--- config.mk ---
export PLATFORM = sky130hd
export DESIGN_NAME = exe_hazard_fwd_ctrl
export DESIGN_NICKNAME = d
export VERILOG_FILES = /design/src/rtl/exe_hazard_fwd_ctrl.sv
export SDC_FILE = /design/constraint.sdc
export NUM_CORES = 1
export LEC_CHECK = 0
export BUFFER_PORTS_ARGS = -buffer_cell sky130_fd_sc_hd__buf_2
export CORE_UTILIZATION = 50
export CTS_CLUSTER_DIAMETER = 50
export DETAILED_ROUTE_END_ITERATION = 10
export PLACE_DENSITY = 0.89
export SLEW_MARGIN = 10
export SYNTH_ARGS = -nofsm -noshare
export SYNTH_HDL_FRONTEND = slang
export SYNTH_SLANG_ARGS = --single-unit
--- constraint.sdc ---
create_clock -name clk -period 3.6 [get_ports clk]
set_clock_uncertainty 0.05 [all_clocks]
set_input_delay 0.36 -clock clk [delete_from_list [all_inputs] [get_ports clk]]
set_output_delay 0.36 -clock clk [all_outputs]
set_load 0.02 [all_outputs]
--- src/rtl/exe_hazard_fwd_ctrl.sv ---
// Execute-stage hazard controller: tracks EXE/MEM writers, registers operand
// forwarding selects, raises load-use/RAW stalls and the branch flush.
module exe_hazard_fwd_ctrl #(
    parameter int REG_W = 5
) (
    input  logic             clk,
    input  logic             rst,
    input  logic             freeze,
    input  logic             fwd_en,
    input  logic             id_valid,
    input  logic [REG_W-1:0] id_src1,
    input  logic [REG_W-1:0] id_src2,
    input  logic             id_two_src,
    input  logic             id_src2_is_store,
    input  logic [REG_W-1:0] id_dest,
    input  logic             id_wb_en,
    input  logic             id_mem_r_en,
    input  logic             br_taken,
    output logic [1:0]       val1_sel,
    output logic [1:0]       val2_sel,
    output logic [1:0]       src2_val_sel,
    output logic             hazard_stall,
    output logic             flush
);

    // WB-stage occupancy and the MEM load flag are never consulted: a MEM
    // writer is forwarded from WB one cycle later, decided here from MEM.
    logic [REG_W-1:0] e_dest_q, e_dest_d;
    logic             e_wb_en_q, e_wb_en_d;
    logic             e_mem_r_en_q, e_mem_r_en_d;
    logic [REG_W-1:0] m_dest_q, m_dest_d;
    logic             m_wb_en_q, m_wb_en_d;
    logic [1:0]       val1_sel_q, val1_sel_d;
    logic [1:0]       val2_sel_q, val2_sel_d;
    logic [1:0]       src2_val_sel_q, src2_val_sel_d;

    logic [REG_W-1:0] src [2];
    logic [1:0]       used;
    logic [1:0]       hit_e;
    logic [1:0]       hit_m;
    logic [1:0]       nsel [2];
    logic             stall_raw;
    logic             bubble;

    assign src[0]  = id_src1;
    assign src[1]  = id_src2;
    assign used[0] = id_valid;
    assign used[1] = id_valid & (id_two_src | id_src2_is_store);

    generate
        for (genvar gi = 0; gi < 2; gi++) begin : g_src
            assign hit_e[gi] = e_wb_en_q && (e_dest_q == src[gi]) && (src[gi] != '0);
            assign hit_m[gi] = m_wb_en_q && (m_dest_q == src[gi]) && (src[gi] != '0);
            // The EXE writer is the younger producer, so it takes priority.
            assign nsel[gi]  = (!used[gi] || !fwd_en) ? 2'b00 :
                               hit_e[gi]              ? 2'b01 :
                               hit_m[gi]              ? 2'b10 : 2'b00;
        end
    endgenerate

    always_comb begin
        stall_raw = 1'b0;
        if (fwd_en) begin
            stall_raw = |(used & hit_e) & e_mem_r_en_q;
        end else begin
            stall_raw = |(used & (hit_e | hit_m));
        end
    end

    assign hazard_stall = stall_raw & ~br_taken;
    assign flush        = br_taken;
    assign bubble       = flush | hazard_stall | ~id_valid;

    always_comb begin
        m_dest_d       = e_dest_q;
        m_wb_en_d      = e_wb_en_q;
        e_dest_d       = '0;
        e_wb_en_d      = 1'b0;
        e_mem_r_en_d   = 1'b0;
        val1_sel_d     = 2'b00;
        val2_sel_d     = 2'b00;
        src2_val_sel_d = 2'b00;
        if (!bubble) begin
            e_dest_d       = id_dest;
            e_wb_en_d      = id_wb_en;
            e_mem_r_en_d   = id_mem_r_en;
            val1_sel_d     = nsel[0];
            val2_sel_d     = id_two_src       ? nsel[1] : 2'b00;
            src2_val_sel_d = id_src2_is_store ? nsel[1] : 2'b00;
        end
    end

    always_ff @(posedge clk) begin
        if (rst) begin
            e_dest_q       <= '0;
            e_wb_en_q      <= 1'b0;
            e_mem_r_en_q   <= 1'b0;
            m_dest_q       <= '0;
            m_wb_en_q      <= 1'b0;
            val1_sel_q     <= 2'b00;
            val2_sel_q     <= 2'b00;
            src2_val_sel_q <= 2'b00;
        end else if (!freeze) begin
            e_dest_q       <= e_dest_d;
            e_wb_en_q      <= e_wb_en_d;
            e_mem_r_en_q   <= e_mem_r_en_d;
            m_dest_q       <= m_dest_d;
            m_wb_en_q      <= m_wb_en_d;
            val1_sel_q     <= val1_sel_d;
            val2_sel_q     <= val2_sel_d;
            src2_val_sel_q <= src2_val_sel_d;
        end
    end

    assign val1_sel     = val1_sel_q;
    assign val2_sel     = val2_sel_q;
    assign src2_val_sel = src2_val_sel_q;

endmodule

==> impl_results.md, run 1 <==
* Status: finished clean
* Worst min path class: in2reg
* Pre-antenna DRT Iters at 4
* Syn_nets at around 140
* First-pass GRT wire length at 3.39 mm
* Antenna-violating nets left at 0
* Predominant post-synthesis flop cell: dfxtp_1
* CTS max path bufs at 2
* Clk pwr share at 0.284
* Syn. warnings at 0
* Reg-to-reg endpoint: e_dest_q[1]
* Crit path time final at 2.69 ns
* Fill cell count at 193
* Residual DRC at 0
* Pwr per Cell Area at ~310 mW/mm2
* Initial antenna violation count at 0
* H-tree levels at 1
* Drt initial violations at 7
* Hold path cells at 2
* Seq/Total Area, Yosys at 0.365
* Worst EP required at about 3.2 ns
* Syn-to-layout area delta at 18.3%
* Die ar. at 0.00227 mm2
* Fin worst setup slack at 0.907 ns
* Layout cells sized above 1 at 0.285
* Combinational share of power at 0.144
* CP Max Fanout at 5
* CTS tree: built
* Clock Sinks at 19
* Final wirelength at around 2.2 mm
* Flop2flop setup slack at 1.42 ns
* Startpoint Class: flip-flop
* # port buffers at 32
* Peak supply drop at between 0.0003 and 0.0004 V
* R2R depth at 6
* Max-slew headroom at 0.458
* Mapped Area at approximately 0.0010 mm2
* RSZ-0062 raised after global routing: no
* Crit path cell chain: xnor2_1 > nand4_1 > nor4_1 > nand2b_1 > a21oi_1 > o32ai_1 > buf_2
* DPL Wire Length at 1.75 mm
* GPL Wtd Cong at slightly above 0.9
* Inserted Clock Buffers at 3
* Drt wl/cell at about 13 um
* Vias per inst at 5.63
* Worst skew pair latency at 0.30 ns
* Row Count at 16
* Final Setup Violations at 0
* Tot GR Track Use at 0.220
* Max stage delay cell, worst path: nor4_1
* Register bit total from synthesis at 19
* Vias in the first global route at 788
* Initial Utilization at 0.532
* Post-CTS resize count at 0
* Commonest non-fill, non-tap cell in the layout: buf_2
* Most frequent cells in the layout: 32 x buf_2, 19 x dfxtp_1, 16 x xnor2_1, 12 x nor2_1, 8 x nand2_1
* CTS Hold Buffers Added at 0
* Place WS at 1.19 ns
* Reg-to-Reg Start: e_dest_q[3]
* LEAKAGE at roughly 0.51 nW
* Post-synth cell types at 32
* Root buffer cell: clkbuf_4
* Crit end category: primary output
* Mapped Cells at about 110
* Critical path class: reg2out
* Clk slew on worst S/H paths at 0.11 ns
* Int Pwr at roughly 280 uW
* Synth top area share at 0.365
* Setup TNS at 0 ns
* Worst Tran Pin Value at roughly 0.81 ns
* Post-synth EDFFs at 0
* Min-delay src: id_mem_r_en
* Nets@finish at 170
* Async S/R FF share, synth at 0
* Syn_area_per_cell at 9.23 um2
* Max-cap viol count at 0
* Register share of total power at 0.572
* Yosys top cell by area: dfxtp_1
* Largest net degree at the start of global routing at 15
* NetSw at 98.0 uW
* Antenna diodes at 0
* Core box area at 0.00196 mm2
* Die Y at 47.7 um
* Hold path endpoint: e_mem_r_en_q
* Fmax at 371 MHz
* Final Hold Vio Count at 0
* Via count at a little under 1,000
* Max incr delay on CP at 0.63 ns
* Die Wd at 47.7 um
* Synth area leaders: dfxtp_1 36%, xnor2_1 13%, a22o_1 5.9%
* Setup Fix Bufs, Post-CTS at 0
* Sw Share at 0.259
* I/O pins at 33
* Fin. max-slew vios at 0
* GRT Residual Overflow at 0
* CP arrival at 2.28 ns
* Final period util at 0.748
==> metrics by stage <==
stage / power [mW] / hold WS (ns) / util / cells / instance area, um2
final: 0.379 / 0.212 / 0.629 / 171 / 1230
after global routing: 0.396 / 0.212 / 0.629 / 171 / 1230
after CTS: 0.383 / 0.208 / 0.629 / 171 / 1230
after detailed placement: 0.275 / 0.384 / 0.615 / 167 / 1210
after global placement: 0.273 / 0.378 / 0.615 / 167 / 1210
after floorplan: 0.251 / 0.436 / - / 113 / 1040
==> power by group through the flow <==
stage                     logic (mW)  registers [mW]  clock network, mW
after floorplan               0.0307           0.220                  0
final                         0.0546           0.217              0.107
after global routing          0.0596           0.217              0.120
after detailed placement      0.0540           0.221                  0
after CTS                     0.0543           0.217              0.112
after global placement        0.0522           0.221                  0
==> worst max-delay path: cells and delay by family, from the launching register on <==
kind | cells | cell delay [ns]
AOI/OAI and AO/OA | 2 | 0.27
DFF | 1 | 0.43
xor gates and xnor gates | 1 | 0.14
and+or+nand+nor | 3 | 0.92
buffers and inverters | 1 | 0.20
==> kinds of logic (layout without fill, tap and decap cells) <==
logic type,after synthesis,after routing,share of synthesized area
AO/OA/AOI/OAI,19,19,0.146
multiplexers,6,6,0.0576
AND/OR/NAND/NOR,44,44,0.235
buffers and inverters,5,36,0.0288
flip-flops,19,19,0.365
XOR/XNOR,20,20,0.168
==> state kept, by name, summed over array words and instances (netlist names) <==
name and flops:
m_wb_en_q 1, m_dest_q 5, e_dest_q 5, val1_sel 2, val2_sel 2, e_wb_en_q 1
src2_val_sel 2, e_mem_r_en_q 1
==> layout make-up <==
cell class	instances	area (um2)	share of cell area
multi-input cells	89	633	0.513
flip-flops and latches	19	380	0.308
repair buffers	32	160	0.130
well taps	27	33.8	0.0274
clock buffers	3	22.5	0.0182
clock inverters	1	5.00	0.00405
==> cell usage after synthesis (2+ instances only) <==
cell type and count:
mux2i_1 6, nand2_1 8, nor4_1 2, a22o_1 7
xnor2_1 16, buf_1 2, xor2_1 4, nor2_1 12
nand2b_1 3, dfxtp_1 19, a21oi_1 6, nand3_1 2
nand3b_1 2, nand4_1 4, or4_1 3
==> metal layers <==
layer	track usage	wire length [um]	vias to the layer above
met1	0.280	999	454
met3	0.0377	119	6
met2	0.354	1080	31
li1	-	-	471
met4	0.117	46	0
met5	0	0	-
==> worst max-delay path by stage <==
stage | from | end | slack [ns] | cells after the start
6_report | e_dest_q[3] | hazard_stall | 0.91 | 7
5_1_grt | e_dest_q[3] | hazard_stall | 0.69 | 7
4_1_cts | e_dest_q[3] | hazard_stall | 0.90 | 7
3_5_place_dp | id_src1[3] | hazard_stall | 1.19 | 8
3_3_place_gp | id_src1[2] | hazard_stall | 1.21 | 8
2_1_floorplan | e_dest_q[3] | hazard_stall | 1.33 | 6
Note: power is estimated with default switching activity, not from simulation.
==> inputs of run 2 (changes only) <==
CORE_UTILIZATION = 49   (was 50)
PLACE_DENSITY = 0.87   (was 0.89)
clock period = 2.7 ns   (was 3.6 ns; I/O delays follow)
==> run 2 against run 1 <==
Compared with the run above:
- via count shrank 3.4%
- sequential share of layout area shrank 0.12 points
- sequential power grew 33%
- cell count is the same
- critical path depth is the same
- highest routed layer unchanged
- die area grew 1.9%
- cell area grew 0.41%
- clock-buffer cell count grew 1
- non-clock buffer count is the same
- sequential cell count is the same
==> impl_results.md, run 2 (synthesis results as in run 1) <==
* Core Util, Final at 0.626
* Vias in the first global route at between 800 and 900
* Fill cell count at 191
* Nets@finish at 170
* Root buffer cell: clkbuf_4
* Fmax at between 400 and 500 MHz
* Place WS at 0.411 ns
* CP Max Fanout at 3
* Regs by FF count: e_dest_q x5, m_dest_q x5
* Placed Instance Area at 0.00121 mm2
* Syn-to-layout area delta at 18.8%
* Die Wd at 48.1 um
* Max-slew headroom at 0.581
* First-pass GRT wire length at about 3.7 mm
* Antenna-violating nets left at 0
* Status: finished clean
* Post-route cell area at 0.00124 mm2
* Largest net degree at the start of global routing at 15
* CTS Hold Buffers Added at 0
* Core box area at 0.00198 mm2
* Setup TNS at 0 ns
* Final period util at 0.896
* Register share of total power at 0.570
* Max-cap viol count at 0
* Crit path cell chain: xnor2_1 > nand4_1 > or4_1 > nand2b_1 > a21oi_1 > o32ai_1 > buf_2
* Hold_ws at 0.128 ns
* Commonest non-fill, non-tap cell in the layout: buf_2
* Fin worst setup slack at 0.281 ns
* GRT Residual Overflow at 0
* RSZ-0062 raised after global routing: no
* Max stage delay cell, worst path: or4_1
* Vias per inst at 5.43
* Initial antenna violation count at 0
* Die Y at 48.1 um
* Worst skew pair latency at 0.30 ns
* Most frequent cells in the layout: 32 x buf_2, 19 x dfxtp_1, 16 x xnor2_1, 12 x nor2_1, 8 x nand2_1
* Drt initial violations at 11
* GPL Wtd Cong at 0.840
* Inserted Clock Buffers at 3
* Layout cells sized above 1 at 0.285
* Startpoint Class: flip-flop
* Combinational share of power at 0.146
* Max incr delay on CP at around 0.54 ns
* Initial Utilization at 0.527
* Worst EP required at 2.38 ns
* Tot GR Track Use at 0.228
* # port buffers at 32
* Drt wl/cell at 13.5 um
* Worst min path class: in2reg
* Final Hold Vio Count at 0
* Antenna diodes at 0
* CP arrival at about 2.1 ns
* Sw Share at 0.257
* Residual DRC at 0
* LEAKAGE at approximately 0.51 nW
* Pre-antenna DRT Iters at 4
* Clock Sinks at 19
* Post-CTS resize count at 0
* Int Pwr at 376 uW
* Worst Tran Pin Value at 0.627 ns
* H-tree levels at 1
* Row Count at 16
* Top routing layer in use: met4
* WL met3 at 100 um
* Critical path class: reg2out
* Die ar. at 0.00232 mm2
* Peak supply drop at roughly 0.00025 V
* Met2 wire len at 1.17 mm
* I/O pins at 33
* NetSw at 130 uW
* Fin. max-slew vios at 0
* Setup Fix Bufs, Post-CTS at 0
* Worst Path Buf+Inv at 1
* CTS max path bufs at 2
* Crit end category: primary output
* CP top delay family: simple AND/OR/NAND/NOR gates
* Final wirelength at between 2 and 2.5 mm
* CTS tree: built
* Met1 wire length at 1.02 mm
* Via count at 929
* Final Setup Violations at 0
* DPL Wire Length at 1.89 mm
* Pwr per Cell Area at 408 mW/mm2
* Clk slew on worst S/H paths at 0.11 ns
* Crit path time final at 2.42 ns
* Clk pwr share at 0.284
run 2: cell types whose count changed in the layout (fill, tap and decap cells not counted), sizes merged:
cell    before  now
clkinv       1    0
clkbuf       3    4
run 2: path summary, 6_finish.rpt:
kind | from | end | slack (ns) | depth (start not counted)
worst max-delay path | m_dest_q[4] | hazard_stall | 0.28 | 7
worst min-delay path | id_wb_en | e_wb_en_q | 0.13 | 2
worst max register to register | m_dest_q[4] | e_dest_q[3] | 0.65 | 6
worst min register to register | src2_val_sel[1] | src2_val_sel[1] | 0.40 | 2
run 2: area by class of cell:
class                      instances  area, um2  area share
tap                               27       33.8      0.0272
clock buffer                       4       26.3      0.0212
multi-input combinational         89        639       0.516
sequential                        19        380       0.307
timing repair buffer              32        160       0.129
run 2: through the flow:
| stage | total power, mW | std cells |
|---|---|---|
| after floorplan | 0.335 | 113 |
| after global placement | 0.366 | 167 |
| after detailed placement | 0.368 | 167 |
| after CTS | 0.511 | 171 |
| after global routing | 0.535 | 171 |
| final | 0.506 | 171 |
run 2: power by group through the flow:
stage	Clock (mW)	Combinational (mW)	Sequential, mW
global placement	0	0.0712	0.295
finish	0.144	0.0741	0.289
detailed placement	0	0.0732	0.295
global route	0.164	0.0816	0.289
CTS	0.149	0.0736	0.289
floorplan	0	0.0410	0.294
run 2: routing by layer:
layer / GRT usage / up-vias
met5: 0 / -
met4: 0.0667 / 0
met3: 0.0370 / 2
met2: 0.403 / 30
met1: 0.283 / 429
li1: - / 468
==> inputs of run 3 (changes only) <==
ABC_CLOCK_PERIOD_IN_PS = 2200   (was unset)
CORE_UTILIZATION = 44   (was 49)
PLACE_DENSITY = 0.83   (was 0.87)
clock period = 2.2 ns   (was 2.7 ns; I/O delays follow)
==> run 3 against run 2 <==
Compared with the run above:
- the run now ends with setup timing left
- global-route usage is 0.72 points higher
- sequential cell count unchanged
- cell area increased by 17%
- non-clock buffer count up 8
- first-iteration DRC count increased by 82%
- largest power group unchanged
==> impl_results.md, run 3 (synthesis results as in run 1) <==
* Vias per inst at 5.73
* Reg-to-Reg Start: e_dest_q[1]
* # port buffers at 32
* Peak supply drop at 0.000452 V
* Final Hold Vio Count at 0
* Residual DRC at 0
* Die ar. at around 0.0026 mm2
* Crit end category: primary output
* Pwr per Cell Area at between 400 and 500 mW/mm2
* Critical path class: reg2out
* I/O pins at 33
* Most frequent cells in the layout: 32 x buf_2, 12 x nor2_1, 9 x xnor2_2, 9 x dfxtp_1
* DPL Wire Length at 2.00 mm
* Final wirelength at approximately 2.9 mm
* Status: complete, but fails checks
* Max-slew headroom at 0.560
* RSZ-0062 raised after global routing: yes
* LEAKAGE at 0.609 nW
* Row Count at 17
* CTS Hold Buffers Added at 0
* Failing checks: setup timing
* Regs by FF count: e_dest_q x5, m_dest_q x5
* Worst EP required at a little under 2 ns
* Antenna diodes at 0
* CTS tree: built
* Die Y at approximately 50 um
* Drt wl/cell at 16.1 um
* GRT Residual Overflow at 0
* Clk slew on worst S/H paths at 0.10 ns
* Layout cells sized above 1 at 0.487
* Core Util, Final at 0.649
* Initial Utilization at 0.467
* Vias in the first global route at 1,018
* Antenna-violating nets left at 0
* CTS max path bufs at 2
* Inserted Clock Buffers at 3
* Fin. max-slew vios at 0
* Die Wd at 50.7 um
* Tot GR Track Use at 0.235
* Largest net degree at the start of global routing at 15
* Commonest non-fill, non-tap cell in the layout: buf_2
* Syn-to-layout area delta at 39.0%
* Critical path startpoint: m_dest_q[3]
* Worst skew pair latency at 0.30 ns
* Drt initial violations at 20
* Hold_ws at between 0.07 and 0.08 ns
* Flop2flop setup slack at between 0.15 and 0.2 ns
* Pre-antenna DRT Iters at 4
* Fin worst setup slack at -0.0401 ns
* Worst Tran Pin Value at 0.658 ns
* CP arrival at between 1.5 and 2 ns
* Final period util at 1.02
* First-pass GRT wire length at 4.45 mm
* Nets@finish at 178
* Crit path time final at 2.24 ns
* H-tree levels at 1
* CP Max Fanout at 3
* Final Setup Violations at 1
* Root buffer cell: clkbuf_4
* Via count at around 1,000
* GPL Wtd Cong at 0.913
* Max-cap viol count at 0
* Critical path capture point: hazard_stall
* Startpoint Class: flip-flop
* Initial antenna violation count at 0
* Fill cell count at roughly 190
* Reg-to-reg endpoint: e_dest_q[1]
* Clock Sinks at 19
* Core box area at 0.00223 mm2
* Worst min path class: in2reg
* R2R depth at 9
* Fmax at around 450 MHz
-- run 3: cell types whose count changed in the layout (fill, tap and decap cells not counted), sizes merged --
| cell | before | now |
|---|---|---|
| buf | 32 | 40 |
-- run 3: how the worst min path moves through the flow --
stage	startpoint	to	slack (ns)	cells past startpoint
final	id_dest[4]	e_dest_q[4]	0.07	2
after global routing	id_dest[4]	e_dest_q[4]	0.07	2
after CTS	id_dest[2]	e_dest_q[2]	0.08	2
after detailed placement	val2_sel[1]	val2_sel[1]	0.38	2
after global placement	val2_sel[1]	val2_sel[1]	0.37	2
after floorplan	id_src2_is_store	src2_val_sel[1]	0.30	2
-- run 3: final cells by class --
| class | instances | area (um2) | share of cell area |
|---|---|---|---|
| well taps | 28 | 35.0 | 0.0242 |
| clock buffers | 4 | 26.3 | 0.0181 |
| flip-flops and latches | 19 | 408 | 0.281 |
| multi-input cells | 89 | 761 | 0.525 |
| repair buffers | 40 | 220 | 0.152 |
-- run 3: through the flow --
step           setup slack (ns)  setup TNS (ns)  instance area (um2)  instances  total power [mW]
3_5_place_dp            -0.0559         -0.0559                 1230        171             0.455
6_report                -0.0401         -0.0401                 1450        180             0.642
4_1_cts                 -0.0544         -0.0544                 1330        177             0.632
5_1_grt                  -0.111          -0.111                 1450        180             0.672
2_1_floorplan            0.0684               0                 1040        113             0.411
3_3_place_gp            -0.0454         -0.0454                 1230        171             0.451
-- run 3: power by group --
group | switching, mW | internal (mW) | total, mW | leakage, nW
Sequential | 0.00655 | 0.343 | 0.349 | 0.160
Clock | 0.108 | 0.0709 | 0.179 | 0.0150
Combinational | 0.0584 | 0.0553 | 0.114 | 0.433
-- run 3: timing repair --
action                     4_1_cts  5_1_grt
pin swaps                        9        9
hold endpoints to repair         0        0
gates resized for setup         13       21
buffers inserted                 2        4
setup endpoints to repair        1        1
-- run 3: per-layer routing --
layer,vias up,part of all wire,track usage
li1,485,-,-
met1,493,0.39,0.271
met2,44,0.52,0.427
met3,9,0.057,0.0394
met4,0,0.025,0.0926
met5,-,0,0
-- run 3: worst max-delay path, stage by stage (launching register included) --
cell	delay [ns]
dfxtp_4	0.38
xnor2_2	0.14
nand4_1	0.10
or4_4	0.47
nand2b_4	0.10
a21oi_2	0.06
o32ai_1	0.21
buf_2	0.21
